### config.mk
export PLATFORM = sky130hd
export DESIGN_NAME = rca
export DESIGN_NICKNAME = d
export VERILOG_FILES = /design/src/rtl/rca.sv
export SDC_FILE = /design/constraint.sdc
export NUM_CORES = 1
export LEC_CHECK = 0
export CAP_MARGIN = 10
export CORE_MARGIN = 2
export CORE_UTILIZATION = 32
export CTS_BUF_LIST = sky130_fd_sc_hd__clkbuf_16
export DETAILED_ROUTE_END_ITERATION = 8
export GPL_TIMING_DRIVEN = 0
export MAX_ROUTING_LAYER = met4
export PLACE_DENSITY = 0.73
export SLEW_MARGIN = 20
export SYNTH_ARGS = -nofsm -noshare
export SYNTH_HDL_FRONTEND = slang
export SYNTH_SLANG_ARGS = --single-unit
### constraint.sdc
create_clock -name clk -period 8.75 [get_ports clk]
set_input_delay 1.75 -clock clk [delete_from_list [all_inputs] [get_ports clk]]
set_output_delay 1.75 -clock clk [all_outputs]
set_load 0.02 [all_outputs]
### src/rtl/rca.sv
// Unsigned ripple-carry adder with a one-cycle registered sum.
// result carries the MSB carry-out in bit SIZE; overflow mirrors it.
module rca_fa (
  input  logic a,
  input  logic b,
  input  logic ci,
  output logic s,
  output logic co
);

  logic p;

  assign p  = a ^ b;
  assign s  = p ^ ci;
  assign co = (a & b) | (ci & p);

endmodule

module rca #(
  parameter int SIZE = 8
) (
  input  logic            clk,
  input  logic            rst,
  input  logic [SIZE-1:0] a,
  input  logic [SIZE-1:0] b,
  input  logic            in_valid,
  output logic            overflow,
  output logic [SIZE:0]   result,
  output logic            out_valid
);

  logic [SIZE:0]   c;
  logic [SIZE-1:0] s;
  logic [SIZE:0]   sum;

  logic [SIZE:0]   result_d;
  logic [SIZE:0]   result_q;
  logic            overflow_d;
  logic            overflow_q;
  logic            out_valid_d;
  logic            out_valid_q;

  assign c[0] = 1'b0;

  for (genvar i = 0; i < SIZE; i++) begin : g_cell
    rca_fa u_fa (
      .a  (a[i]),
      .b  (b[i]),
      .ci (c[i]),
      .s  (s[i]),
      .co (c[i+1])
    );
  end

  assign sum = {c[SIZE], s};

  always_comb begin
    result_d    = result_q;
    overflow_d  = overflow_q;
    out_valid_d = 1'b0;
    if (in_valid) begin
      result_d    = sum;
      overflow_d  = c[SIZE];
      out_valid_d = 1'b1;
    end
  end

  // Reset wins over in_valid, so a pair on a reset edge is dropped.
  always_ff @(posedge clk) begin
    if (rst) begin
      result_q    <= '0;
      overflow_q  <= 1'b0;
      out_valid_q <= 1'b0;
    end else begin
      result_q    <= result_d;
      overflow_q  <= overflow_d;
      out_valid_q <= out_valid_d;
    end
  end

  assign result    = result_q;
  assign overflow  = overflow_q;
  assign out_valid = out_valid_q;

endmodule

==> results_dict.tcl, run 1 <==
set metrics [dict create \
    syn_nets 70 \
    dp_hpwl_um 754.1 \
    die_h_um 44.33 \
    status "completed" \
    start_kind "input port" \
    synth_top_area_share 0.3846 \
    finalPower_uw 170.8 \
    dieWidth_um 44.33 \
    path_delay_family "adder cells" \
    hold-path-cell-count 2 \
    fillers 128 \
    cp.depth 11 \
    ant_nets 0 \
    critPathKind "in2reg" \
    power_density_nw_per_um2 190.7 \
    io_pins 30 \
    synthCells 43 \
    skew_ns 0 \
    numCtsBuffers 3 \
    leakagePower_nw 0.3809 \
    numClockSinks 10 \
    critical_path_buf_inv_count 2 \
    fin_crit_sh 0.5999 \
    portBuffers 28 \
    r2r_cells 2 \
    min_to "result[1]" \
    antenna_cells 0 \
    layout_min_cycle_time_ns 5.249 \
    rsz0062_at_grt "false" \
    ys_ff_latch 10 \
    multi_input_area_um2 285.3 \
    hp-start "result[1]" \
    final_util 0.5878 \
    drt_iter0_markers 1 \
    vdd_drop_max_mv 0.1363 \
    crit_top_cell "fa_1" \
    synth-seq-area-share 0.3846 \
    timing.max_cap.violations 0 \
    synth_area_leaders "dfxtp_1, fa_1, mux2i_1" \
    cts_tree "done" \
    critPathCaptureType "flop" \
    post_cts_buffers 0 \
    max_freq_ghz 0.1905 \
    synth.avg_cell_area_um2 12.10 \
    drt-vias-per-instance 4.444 \
    vias 400 \
    yosys_warnings 0 \
    layout_setup_ws_ns 3.501 \
    design_area_um2 895.9 \
    cp_cell_sequence "clkdlybuf4s50_1 > ha_1 > fa_1 > fa_1 > fa_1 > fa_1 > fa_1 > fa_1 > inv_1 > fa_1 > a211oi_2" \
    path_clk_slew_ns 0.04 \
    max_stage_delay_ns 0.42 \
    pre_cts_slack_ns 3.241 \
    placed_area_um2 820.8 \
    start_util 0.3415 \
    grt_usage 0.1179 \
    root_buffer "clkbuf_16" \
    grt_max_degree 11 \
    tns_ns 0 \
    place_congestion 0.6608 \
    cts_max_level 1 \
    ctsResizeCount 0 \
    tightest_slew_ns 0.2287 \
    rr_endpoint "overflow" \
    cts_max_path_buffers 2 \
    maxSlewViolCount 0 \
    yosysUniqueCellTypes 13 \
    drt-total-wl_um 952 \
    required_ns 8.90 \
    setup_viol 0 \
    core_area_um2 1524 \
    crit_arrival_ns 5.40 \
    row_count 14 \
    relSlewSlack 0.8470 \
    syn_area_um2 520.5 \
    nets 103 \
    insertion_delay_ns 0.23 \
    grt-ovfl-total 0 \
    yosys.area.top_type "dfxtp_1" \
    reg2reg_slack_ns 8.08 \
    syn_to_final_growth_pct 72.12 \
    post-route-drc-count 0 \
    dieArea_um2 1965 \
    antenna_found_initial 0 \
    crit_path_max_fanout 1 \
    grt_pass1_wl_mm 1.552 \
    r2r_start "overflow" \
    hold_path.class "reg2reg" \
    grt_pass1_vias 391 \
    ctsHoldBuffers 0 \
    drive_above_1_share 0.1081 \
    seqCellArea_um2 200.2 \
    dr.pass1.iters 4 \
    cp_slowest_cell "fa_1" \
    drt-wirelength-per-cell_um 10.58 \
    hold_viol 0 \
]
## metrics by stage
stage,hold WS [ns],instances
2_1_floorplan,0.5675,43
6_report,0.4902,90
3_3_place_gp,0.4705,87
3_5_place_dp,0.4822,87
5_1_grt,0.5074,90
4_1_cts,0.4955,90
## registers in the layout, summed over array words and instances (netlist names)
register,count
out_valid,1
result,8
overflow,1
## per-layer routing
layer  vias to the layer above  part of all wire  global-route usage
li1                        202                 -                   -
met1                       179              0.47              0.1395
met2                        17              0.44              0.1647
met3                         2             0.084             0.06122
met4                         0            0.0074             0.05455
met5                         -                 0                   -
## cells by family (layout without fill, tap and decap cells)
family,count (synthesis),count (layout),synth area share
flops,10,10,0.3846
simple gates,10,10,0.08175
fa+ha+maj,8,8,0.2933
mux,7,7,0.1346
buf+inv,6,37,0.06730
compound gates,2,2,0.03846
## worst reg2reg max path: stages, from the launching register on
cell and delay [ns]:
dfxtp_1 0.35, nor2_1 0.06, a211oi_1 0.19
## where the power goes
part / switching (mW) / internal [mW]
Combinational: 0.0174 / 0.0227
Clock: 0.0193 / 0.0591
Sequential: 0.00217 / 0.0502
## synthesized netlist by cell type
library cell	number
nor2_2	1
a211oi_1	1
fa_1	7
buf_6	1
mux2i_1	7
inv_1	3
buf_4	1
clkbuf_2	1
a211oi_2	1
nor2b_1	1
nor2_1	8
ha_1	1
dfxtp_1	10
## cell usage in the layout (no fill, tap or decap), types with 3 or more instances in the layout
cell type	count
clkbuf_16	3
clkdlybuf4s50_1	28
dfxtp_1	10
fa_1	7
inv_1	3
mux2i_1	7
nor2_1	8
## area by class of cell
cell class	instances	share of cell area
inverters	3	0.01257
repair buffers	28	0.3128
multi-input cells	27	0.3184
plain buffers	3	0.02654
well taps	16	0.02235
clock buffers	3	0.08380
flip-flops and latches	10	0.2235
## how the worst max path moves through the flow
stage	slack (ns)	from	to
floorplan	3.81	a[0]	result[7]
CTS	3.47	a[0]	result[7]
global route	3.36	a[0]	result[7]
finish	3.50	a[0]	result[7]
detailed placement	3.24	a[0]	result[7]
global placement	3.25	a[0]	result[7]
(Power assumes the default switching activity.)
==> inputs of run 2 (changes only) <==
==> constraint.sdc (replaced) <==
create_clock -name clk -period 5.1 [get_ports clk]
set_input_delay 1.02 -clock clk [delete_from_list [all_inputs] [get_ports clk]]
set_output_delay 1.02 -clock clk [all_outputs]
set_load 0.02 [all_outputs]
==> results of run 2 <==
The final DEF is identical to that of run 1. Status: completed.
Among the figures that moved: setup slack after placement 3.241 ns -> 0.3213 ns; setup slack after layout 3.501 ns -> 0.5807 ns; register-to-register setup slack 8.08 ns -> 4.43 ns; total power 0.1708 mW -> 0.2930 mW; worst IR drop on VDD 0.1363 mV -> 0.2338 mV
==> inputs of run 3 (changes only) <==
--- a/config.mk
+++ b/config.mk
@@ -10,6 +10,7 @@
 export CORE_UTILIZATION = 32
 export CTS_BUF_LIST = sky130_fd_sc_hd__clkbuf_16
 export DETAILED_ROUTE_END_ITERATION = 8
+export GPL_ROUTABILITY_DRIVEN = 1
 export GPL_TIMING_DRIVEN = 0
 export MAX_ROUTING_LAYER = met4
 export PLACE_DENSITY = 0.73
==> results of run 3 <==
The final DEF is identical to that of run 1. Status: completed.
Among the figures that moved: setup slack after placement 3.241 ns -> 0.3213 ns; setup slack after layout 3.501 ns -> 0.5807 ns; register-to-register setup slack 8.08 ns -> 4.43 ns; total power 0.1708 mW -> 0.2930 mW; worst IR drop on VDD 0.1363 mV -> 0.2338 mV
